[config.mk]
export PLATFORM = sky130hd
export DESIGN_NAME = jump_request_ctrl_flat
export DESIGN_NICKNAME = d
export VERILOG_FILES = /design/src/rtl/jump_request_ctrl_if.sv /design/src/rtl/jump_request_ctrl.sv /design/src/flat_wrapper.sv
export SDC_FILE = /design/constraint.sdc
export NUM_CORES = 1
export LEC_CHECK = 0
export CORE_MARGIN = 2
export CORE_UTILIZATION = 54
export DETAILED_ROUTE_END_ITERATION = 12
export HOLD_SLACK_MARGIN = 0.15
export PLACE_DENSITY = 0.93
export SLEW_MARGIN = 10
export SYNTH_ARGS = -nofsm -noshare
export SYNTH_HDL_FRONTEND = slang
export SYNTH_SLANG_ARGS = --single-unit
[constraint.sdc]
create_clock -name clk -period 3 [get_ports clk]
set_input_delay 0.75 -clock clk [delete_from_list [all_inputs] [get_ports clk]]
set_output_delay 0.75 -clock clk [all_outputs]
set_load 0.01 [all_outputs]
[src/rtl/jump_request_ctrl_if.sv]
// Keyboard/frame/position inputs and jump command outputs of jump_request_ctrl.
// master drives the inputs, slave is the controller itself.
interface jump_request_ctrl_if;
    logic        start_Of_frame;
    logic        space_key;
    logic        enter_key;
    logic [10:0] playerY;
    logic        small_jump;
    logic        high_jump;
    logic        jump_busy;
    logic [7:0]  jump_count;

    modport master (
        output start_Of_frame, space_key, enter_key, playerY,
        input  small_jump, high_jump, jump_busy, jump_count
    );

    modport slave (
        input  start_Of_frame, space_key, enter_key, playerY,
        output small_jump, high_jump, jump_busy, jump_count
    );
endinterface

[src/rtl/jump_request_ctrl.sv]
// Turns space/enter key levels into one held small/high jump command per landing.
// Optional macro JUMP_BUFFER_EN keeps one request pressed while busy for the next IDLE.
module jump_request_ctrl #(
    parameter int unsigned GROUND_Y        = 400,
    parameter int unsigned COOLDOWN_FRAMES = 4,
    parameter int unsigned ISSUE_TIMEOUT   = 8
) (
    input logic               clk,
    input logic               resetN,
    jump_request_ctrl_if.slave jif
);
    localparam int unsigned CntMax = (ISSUE_TIMEOUT > COOLDOWN_FRAMES) ?
                                     ISSUE_TIMEOUT : COOLDOWN_FRAMES;
    localparam int unsigned CntW   = $clog2(CntMax + 2);

    typedef enum logic [1:0] {StIdle, StIssue, StAirborne, StCooldown} state_e;
    typedef enum logic [1:0] {ReqNone, ReqSmall, ReqHigh} req_e;

    // HIGH always wins and is never downgraded; SMALL only fills an empty slot.
    function automatic req_e merge_req(input req_e cur, input logic s, input logic e);
        if (e) return ReqHigh;
        if (s && (cur == ReqNone)) return ReqSmall;
        return cur;
    endfunction

    state_e            state_q, state_d;
    req_e              pending_q, pending_d;
    logic [CntW-1:0]   cnt_q, cnt_d;
    logic              space_d, enter_d;
    logic              small_q, small_d, high_q, high_d;
    logic [7:0]        count_q, count_d;

    logic              grounded, space_rise, enter_rise, sof;
    logic [CntW-1:0]   cnt_inc;
    logic              issue_done, cool_done, enter_idle;
    req_e              refill;

    assign grounded   = (jif.playerY == 11'(GROUND_Y));
    assign space_rise = jif.space_key & ~space_d;
    assign enter_rise = jif.enter_key & ~enter_d;
    assign sof        = jif.start_Of_frame;
    assign cnt_inc    = cnt_q + CntW'(1);
    assign issue_done = (cnt_q == CntW'(ISSUE_TIMEOUT)) ||
                        (sof && (cnt_inc == CntW'(ISSUE_TIMEOUT)));
    assign cool_done  = (cnt_q == CntW'(COOLDOWN_FRAMES)) ||
                        (sof && (cnt_inc == CntW'(COOLDOWN_FRAMES)));

`ifdef JUMP_BUFFER_EN
    req_e buf_q, buf_d, buf_merged;

    assign buf_merged = merge_req(buf_q, space_rise, enter_rise);
    assign refill     = buf_merged;

    always_comb begin
        buf_d = buf_q;
        if (enter_idle)             buf_d = ReqNone;
        else if (state_q != StIdle) buf_d = buf_merged;
    end

    always_ff @(posedge clk or negedge resetN) begin
        if (!resetN) buf_q <= ReqNone;
        else         buf_q <= buf_d;
    end
`else
    assign refill = ReqNone;
`endif

    always_comb begin
        state_d    = state_q;
        pending_d  = pending_q;
        cnt_d      = cnt_q;
        small_d    = small_q;
        high_d     = high_q;
        count_d    = count_q;
        enter_idle = 1'b0;
        case (state_q)
            StIdle: begin
                if ((pending_q != ReqNone) && grounded) begin
                    state_d   = StIssue;
                    small_d   = (pending_q == ReqSmall);
                    high_d    = (pending_q == ReqHigh);
                    pending_d = ReqNone;
                    count_d   = count_q + 8'd1;
                    cnt_d     = '0;
                end else begin
                    pending_d = merge_req(pending_q, space_rise, enter_rise);
                end
            end
            StIssue: begin
                if (!grounded) begin
                    state_d = StAirborne;
                    small_d = 1'b0;
                    high_d  = 1'b0;
                end else if (issue_done) begin
                    state_d    = StIdle;
                    small_d    = 1'b0;
                    high_d     = 1'b0;
                    pending_d  = refill;
                    enter_idle = 1'b1;
                end else if (sof) begin
                    cnt_d = cnt_inc;
                end
            end
            StAirborne: begin
                if (grounded) begin
                    state_d = StCooldown;
                    cnt_d   = '0;
                end
            end
            StCooldown: begin
                if (!grounded) begin
                    state_d = StAirborne;
                end else if (cool_done) begin
                    state_d    = StIdle;
                    pending_d  = refill;
                    enter_idle = 1'b1;
                end else if (sof) begin
                    cnt_d = cnt_inc;
                end
            end
            default: state_d = StIdle;
        endcase
    end

    always_ff @(posedge clk or negedge resetN) begin
        if (!resetN) begin
            state_q   <= StIdle;
            pending_q <= ReqNone;
            cnt_q     <= '0;
            space_d   <= 1'b0;
            enter_d   <= 1'b0;
            small_q   <= 1'b0;
            high_q    <= 1'b0;
            count_q   <= 8'd0;
        end else begin
            state_q   <= state_d;
            pending_q <= pending_d;
            cnt_q     <= cnt_d;
            space_d   <= jif.space_key;
            enter_d   <= jif.enter_key;
            small_q   <= small_d;
            high_q    <= high_d;
            count_q   <= count_d;
        end
    end

    assign jif.small_jump = small_q;
    assign jif.high_jump  = high_q;
    assign jif.jump_busy  = (state_q != StIdle);
    assign jif.jump_count = count_q;
endmodule

[src/flat_wrapper.sv]
// flat-port wrapper written by rule: the top's interface ports become plain ports
module jump_request_ctrl_flat 
#(
    parameter int unsigned GROUND_Y        = 400,
    parameter int unsigned COOLDOWN_FRAMES = 4,
    parameter int unsigned ISSUE_TIMEOUT   = 8
)
  (clk, resetN, jif_start_Of_frame, jif_space_key, jif_enter_key, jif_playerY, jif_small_jump, jif_high_jump, jif_jump_busy, jif_jump_count);
  jump_request_ctrl_if jif_i ();
  input logic clk;
  input logic resetN;
  input wire logic [$bits(jif_i.start_Of_frame)-1:0] jif_start_Of_frame;
  input wire logic [$bits(jif_i.space_key)-1:0] jif_space_key;
  input wire logic [$bits(jif_i.enter_key)-1:0] jif_enter_key;
  input wire logic [$bits(jif_i.playerY)-1:0] jif_playerY;
  output wire logic [$bits(jif_i.small_jump)-1:0] jif_small_jump;
  output wire logic [$bits(jif_i.high_jump)-1:0] jif_high_jump;
  output wire logic [$bits(jif_i.jump_busy)-1:0] jif_jump_busy;
  output wire logic [$bits(jif_i.jump_count)-1:0] jif_jump_count;
  assign jif_i.start_Of_frame = jif_start_Of_frame;
  assign jif_i.space_key = jif_space_key;
  assign jif_i.enter_key = jif_enter_key;
  assign jif_i.playerY = jif_playerY;
  assign jif_small_jump = jif_i.small_jump;
  assign jif_high_jump = jif_i.high_jump;
  assign jif_jump_busy = jif_i.jump_busy;
  assign jif_jump_count = jif_i.jump_count;
  jump_request_ctrl #(.GROUND_Y(GROUND_Y), .COOLDOWN_FRAMES(COOLDOWN_FRAMES), .ISSUE_TIMEOUT(ISSUE_TIMEOUT)) u_core (.clk(clk), .resetN(resetN), .jif(jif_i));
endmodule
After elaboration in Yosys (flattened, before gate mapping) --
Index checks and enable logic that the tools add are counted.
Word-level totals: word-level logic and storage cells 88, output and inout bits 11, register bits 20
Operators by class: reductions and logical operators 17, eq/ne operators 21, bitwise logic cells 4, mux-type cells 36, add/sub/neg operators 2
Operators with widths (number):
- $mux 4 | 7
- $mux 2 | 13
- $pmux 4 s4 | 1
- $ne 2x1->1 const B | 6
- $reduce_and 6->1 | 2
- $eq 11x9->1 const B | 1
- $mux 1 | 11
- $add 8x1->8 const B | 1
- $eq 4x3->1 const B | 2
- $eq 4x4->1 const B | 2
- $pmux 2 s4 | 1
- $eq 2x2->1 const B | 3
- $ne 3x3->1 const B | 2
- $pmux 2 s3 | 1
- $reduce_bool 2->1 | 3
- $add 4x1->4 const B | 1
- $eq 2x1->1 const B | 2
- $logic_and 1x1->1 | 4
- $logic_not 2->1 | 2
- $ne 2x2->1 const B | 2
- $ne 4x1->1 const B | 1
- $pmux 1 s2 | 2
- $reduce_and 4->1 | 1
- $reduce_and 3->1 | 1
- other kinds (5) | 8

Depth between registers and ports, before layout --
Gate-level depths: netlist of the first run.
depth in word-level cells 12, gate-level depth with buffers 8, mapped depth without buffers 7

Worst setup path after synthesis of the first run --
No wires, ideal clock.
path kind input to register, start input port jif_playerY[1], end register u_core.count_q[1], in the netlist u_core.jif.jump_count[1], stages 5, data arrival time 2379 ps, path buffers 1, slack 497 ps, path through or4_4 -> or3_1 -> buf_2 -> nor3_4 -> mux2_2
Between the ends: longest elaborated chain between the ends 3
RTL lines:
- from (decl) | RTL line flat_wrapper.sv:15 | input wire logic [$bits(jif_i.playerY)-1:0] jif_playerY;
- $eq 11x9->1 | RTL line jump_request_ctrl.sv:38 | assign grounded = (jif.playerY == 11'(GROUND_Y));
- $logic_and 1x1->1 | RTL line jump_request_ctrl.sv:78 | if ((pending_q != ReqNone) && grounded) begin
- $reduce_and 2->1 (no line)
- to (signal assigned) | RTL line jump_request_ctrl.sv:143 | count_q <= count_d;
- to (decl) | RTL line jump_request_ctrl.sv:31 | logic [7:0] count_q, count_d;
No other way between the ends. A chain may end at the register's enable or synchronous reset.

Worst setup path in the final report of the first run --
Ends and elaborated chain as after synthesis.

==> results of run 1 <==
-- through the flow --
| step | area (sq um) | power, mW | setup slack, ns |
|---|---|---|---|
| floorplan | 1250 | 0.339 | 0.497 |
| global route | 1560 | 0.529 | 0.256 |
| global placement | 1530 | 0.380 | 0.127 |
| finish | 1560 | 0.508 | 0.330 |
| detailed placement | 1530 | 0.387 | 0.0458 |
| CTS | 1560 | 0.508 | 0.348 |
-- path summary, 6_finish.rpt --
path / start / end / slack [ns] / cells past startpoint
min in group asynchronous: resetN / u_core.cnt_q[2] / 0.94 / 1
hold / removal: u_core.jif.jump_count[7] / u_core.jif.jump_count[7] / 0.48 / 1
max in group asynchronous: resetN / u_core.jif.jump_count[5] / 1.50 / 1
setup reg to reg: u_core.cnt_q[0] / u_core.cnt_q[1] / 0.77 / 6
setup / recovery: jif_playerY[1] / u_core.jif.jump_count[1] / 0.33 / 5
hold reg to reg: u_core.jif.jump_count[7] / u_core.jif.jump_count[7] / 0.48 / 1
-- sequential cells by signal (all words and copies together), names as in the netlist, named ones only --
| signal | cells |
|---|---|
| u_core.pending_q | 2 |
| u_core.cnt_q | 4 |
| u_core.jif.high_jump | 1 |
| u_core.jif.small_jump | 1 |
| u_core.state_q | 1 |
| u_core.jif.jump_count | 8 |
| u_core.space_d | 1 |
| u_core.enter_d | 1 |
-- layout make-up --
| cell class | count | area (sq um) | area share (%) |
|---|---|---|---|
| multi-input combinational | 101 | 692 | 44.5 |
| sequential | 20 | 500 | 32.2 |
| timing repair buffer | 29 | 283 | 18.2 |
| tap | 28 | 35.0 | 2.25 |
| clock buffer | 3 | 22.5 | 1.45 |
| inverter | 6 | 22.5 | 1.45 |
-- power by group through the flow --
stage / Sequential (mW) / Clock [mW] / Combinational, mW
final: 0.296 / 0.125 / 0.0867
after global routing: 0.297 / 0.136 / 0.0959
after CTS: 0.295 / 0.126 / 0.0870
after detailed placement: 0.300 / 0 / 0.0869
after global placement: 0.299 / 0 / 0.0812
after floorplan: 0.295 / 0 / 0.0436
-- placed cells by master, fill, tap and decap left out, types with 3 or more instances in the layout --
master	synthesis	routed
xor2_1	3	3
nand3_1	5	5
o211ai_1	5	5
nor2_1	9	9
nand3b_1	4	4
a21oi_1	6	6
o21ai_0	3	3
dfrtp_1	20	20
nand2_1	12	12
inv_1	6	6
clkdlybuf4s50_1	0	26
xnor2_1	4	4
a31oi_1	4	4
buf_4	0	3
ha_1	4	4
clkbuf_4	0	3
nand4_1	5	5
-- per-layer routing --
layer	track usage, %	vias to the layer above	part of all wire [%]	wire [microns]
li1	-	552	-	-
met5	0	-	0	0
met4	14.9	0	3.7	116
met1	30.5	560	37	1160
met3	2.87	13	6.7	208
met2	48.7	60	53	1640
-- logic make-up (layout without fill, tap and decap cells) --
| group | after synthesis | count (layout) | synth area share, % |
|---|---|---|---|
| flops | 20 | 20 | 40.0 |
| fa+ha+maj | 4 | 4 | 4.00 |
| simple gates | 51 | 51 | 24.1 |
| compound gates | 38 | 38 | 21.4 |
| buf+inv | 15 | 38 | 4.60 |
| xor+xnor | 7 | 7 | 4.91 |
| mux | 1 | 1 | 0.901 |
==> flow_summary.ini, run 1 <==
[timing]
period_share_pct = 89.0
slew_headroom_pct = 39.7
holdWs_ns = 0.476
maxSlewViolCount = 0
hold_violations = 0
timing.fmax_mhz = 375
fin_setup_tns_ns = 0
setup_viol = 0
fin_skew_ns = 0.0113
period_minus_slack_ns = 2.67
rsz0062_at_grt = no
worst_pin_slew_ns = 0.902

[run_status]
outcome = finished, final reports clean

[cts]
clock-sinks = 20
postCtsHoldBufs = 0
root_buffer = clkbuf_4
post-cts-setup-buffer-count = 0
cts_resized = 0
cts_tree = built
clk_pin_slew_ns = 0.10
cts_made_buffers = 3
cts.path.max_buffers = 2
clk_latency_ns = 0.30
ctsHtreeMaxLevel = 1

[pwr]
p_leak_nw = 0.652
p_comb_share_pct = 17.1
switching_share_pct = 26.4
p_switching_mw = 0.134
peakVddDrop_uv = 326
clockPowerShare_pct = 24.6
seq_power_share_pct = 58.3
p_int_mw = 0.373
power_density_nw_per_um2 = 326

[finish]
stdcell_count = 187
fin_nets = 181
diodes = 0
fillers = 170
area_growth_syn_to_layout_pct = 24.4
drive_gt1_share_pct = 8.18
postLayoutCoreUtil_pct = 71.0

[worst_setup_path]
crit_arrival_ns = 2.86
start_kind = input port
critPathBufInv = 1
required_ns = 3.19
crit_type = input port to flip-flop
cp_top_family = simple AND/OR/NAND/NOR gates
path_max_fanout = 5
slowest_delay_ns = 0.55
crit_path_end_kind = flip-flop
crit_slowest_cell = or4_4
cp_cell_sequence = clkdlybuf4s50_1 -> or4_4 -> or3_1 -> nor3_4 -> mux2_2

[grt]
grt_pass1_wl_microns = 5250
antenna_found_initial = 0
grt_max_degree = 21
overflow = 0
grt_pass1_vias = 1165
track_usage_pct = 26.9

[floorplan]
dieArea_sq_um = 2720
io_pins = 27
initial_utilization_pct = 57.1
core_area_sq_um = 2190
std_cell_rows = 17
die_h_microns = 52.1
fp.dieW_microns = 52.1

[synth]
synth_commonest_cells = dfrtp_1, nand2_1, nor2_1
syn_area_sq_um = 1250
yosysSeqAreaShare_pct = 40.0
synthFlopType = dfrtp_1
netlist.area_leader.share_pct = 40.0
yosys.area.top_type = dfrtp_1
synthArstFlopShare_pct = 100
syn_nets = 156
syn_area_per_cell_sq_um = 9.19
yosysWarningCount = 0
synthCells = 136
synth_cell_types = 47
synth-seq-cells = 20
yosys.cell_count.top_type = dfrtp_1
synth_area_leaders = dfrtp_1, ha_1, nand2_1, o211ai_1, xnor2_1
synth-edff-count = 0

[placed_design]
gp_congestion = 0.964
io_buffers = 26
dp_hpwl_microns = 2380
dp_cells = 184

[drt]
drt-initial-drc-count = 39
wl_per_cell_microns = 16.7
drc = 0
dr.pass1.iters = 4
antenna_left = 0
totalWireLength_microns = 3120
viasPerCell = 6.34
vias = 1185

[min_path]
hold_class = flip-flop to flip-flop

[job]
cap_violations = 0
Power figures use the tool's default switching activity.
==> run 2: changes to the inputs <==
Settings changed: MAX_ROUTING_LAYER set to met4, SLEW_MARGIN 10 to not set.
==> run 2 against run 1 <==
Clock-buffer cell count stayed put. Critical path depth stayed put. Routed wire length is 5.4% lower. Clock skew is 0.0083 ns lower. Sequential share of layout area stayed put. Final cell count stayed put. Fmax is 3.6% higher. Register-to-register slack better by 0.06 ns. Non-clock buffer count stayed put. Combinational power is 0.6% higher.
==> flow_summary.ini, run 2 (synthesis gave the netlist of run 1 again) <==
[run_status]
outcome = finished, final reports clean

[worst_setup_path]
worstReg2RegEnd = u_core.pending_q[1]
r2r_cells = 6
crit_arrival_ns = 2.78
crit_slowest_cell = or4_4
start_kind = input port
slowest_delay_ns = 0.55
rrSetupSlack_ns = 0.83
rr_startpoint = u_core.cnt_q[1]
crit_type = input port to flip-flop
crit_path_end_kind = flip-flop
path_max_fanout = 5
cp_cell_sequence = clkdlybuf4s50_1 -> or4_4 -> or3_1 -> nor3_4 -> mux2_2
required_ns = 3.20

[drt]
totalWireLength_microns = 2960
drc = 0
drt-initial-drc-count = 37
vias = 1152
wl_per_cell_microns = 15.8
antenna_left = 0
viasPerCell = 6.16
dr.pass1.iters = 4

[placed_design]
dp_cells = 184
dp_hpwl_microns = 2200
gp_congestion = 0.972
io_buffers = 26
dp_slack_ns = 0.0965

[job]
cap_violations = 0

[pwr]
power_density_nw_per_um2 = 327
clockPowerShare_pct = 24.8
p_comb_share_pct = 17.1
p_int_mw = 0.373
switching_share_pct = 26.6
p_leak_nw = 0.652
seq_power_share_pct = 58.0
peakVddDrop_uv = 323
p_switching_mw = 0.136

[grt]
grt_pass1_vias = 1175
antenna_found_initial = 0
overflow = 0
grt_pass1_wl_microns = 5110
track_usage_pct = 26.6
grt_max_degree = 21

[floorplan]
fp.dieW_microns = 52.1
initial_utilization_pct = 57.1
dieArea_sq_um = 2720
core_area_sq_um = 2190
die_h_microns = 52.1
std_cell_rows = 17
io_pins = 27

[cts]
clock-sinks = 20
cts_tree = built
clk_latency_ns = 0.30
postCtsHoldBufs = 0
clk_pin_slew_ns = 0.11
cts_made_buffers = 3
cts.path.max_buffers = 2
post-cts-setup-buffer-count = 0
cts_resized = 0
ctsHtreeMaxLevel = 1
root_buffer = clkbuf_4

[timing]
holdWs_ns = 0.477
slew_headroom_pct = 40.6
setup_slack_ns = 0.423
setup_viol = 0
period_minus_slack_ns = 2.58
period_share_pct = 85.9
maxSlewViolCount = 0
fin_setup_tns_ns = 0
fin_skew_ns = 0.00304
worst_pin_slew_ns = 0.889
hold_violations = 0
rsz0062_at_grt = no
timing.fmax_mhz = 388

[finish]
postLayoutCoreUtil_pct = 71.0
final_common_cell = clkdlybuf4s50_1
layout.cells.most_common_list = clkdlybuf4s50_1, dfrtp_1, nand2_1
fin_nets = 181
stdcell_count = 187
largest_reg_flops = 8
drive_gt1_share_pct = 8.18
diodes = 0
area_growth_syn_to_layout_pct = 24.4

[min_path]
hold_start = u_core.jif.jump_count[7]
hold_end = u_core.jif.jump_count[7]
hold_class = flip-flop to flip-flop
whs_path_depth = 1
run 2: cell counts in the layout (fill, tap and decap cells not counted):
Identical to the previous run, type by type.
run 2: metrics by stage:
step / power, mW / instance area, sq um
4_1_cts: 0.511 / 1560
3_5_place_dp: 0.386 / 1530
3_3_place_gp: 0.380 / 1530
5_1_grt: 0.532 / 1560
2_1_floorplan: 0.339 / 1250
6_report: 0.509 / 1560
run 2: cell type report:
class,count,area [sq um]
timing repair buffer,29,283
clock buffer,3,22.5
tap,28,35.0
fill,147,636
multi-input combinational,101,692
inverter,6,22.5
sequential,20,500
run 2: worst max path at each step:
stage	start	to	slack, ns	cells after the start
after CTS	jif_playerY[2]	u_core.jif.jump_count[1]	0.42	5
after detailed placement	jif_playerY[2]	u_core.jif.jump_count[1]	0.1	5
final	jif_playerY[1]	u_core.jif.jump_count[1]	0.42	5
after global placement	jif_playerY[1]	u_core.jif.jump_count[1]	0.13	5
after floorplan	jif_playerY[1]	u_core.jif.jump_count[1]	0.50	5
after global routing	jif_playerY[1]	u_core.jif.jump_count[1]	0.37	5
run 2: worst max-delay path, delay by kind of cell:
kind,cells,cell delay (ns)
multiplexers,1,0.36
AND/OR/NAND/NOR,3,1.26
buffers and inverters,1,0.40
run 2: layer usage:
layer  part of all wire, %  routed length [microns]  track usage [%]  vias to the layer above
met4                   2.6                       77             14.0                        0
met1                    40                     1180             31.2                      533
met2                    52                     1540             44.5                       53
met3                   5.2                      154             3.45                       12
met5                     0                        0                -                        -
li1                      -                        -                -                      554
run 2: power groups by stage:
stage | Combinational (mW) | Sequential [mW] | Clock (mW)
6_report | 0.0872 | 0.295 | 0.126
5_1_grt | 0.0966 | 0.298 | 0.137
4_1_cts | 0.0876 | 0.295 | 0.129
3_5_place_dp | 0.0860 | 0.300 | 0
3_3_place_gp | 0.0812 | 0.299 | 0
2_1_floorplan | 0.0436 | 0.295 | 0
==> run 3: changes to the inputs <==
Settings changed: ABC_AREA set to 0, CTS_CLUSTER_DIAMETER set to 80.
==> results of run 3 <==
Final layout, timing and power as in run 2 (identical DEF).
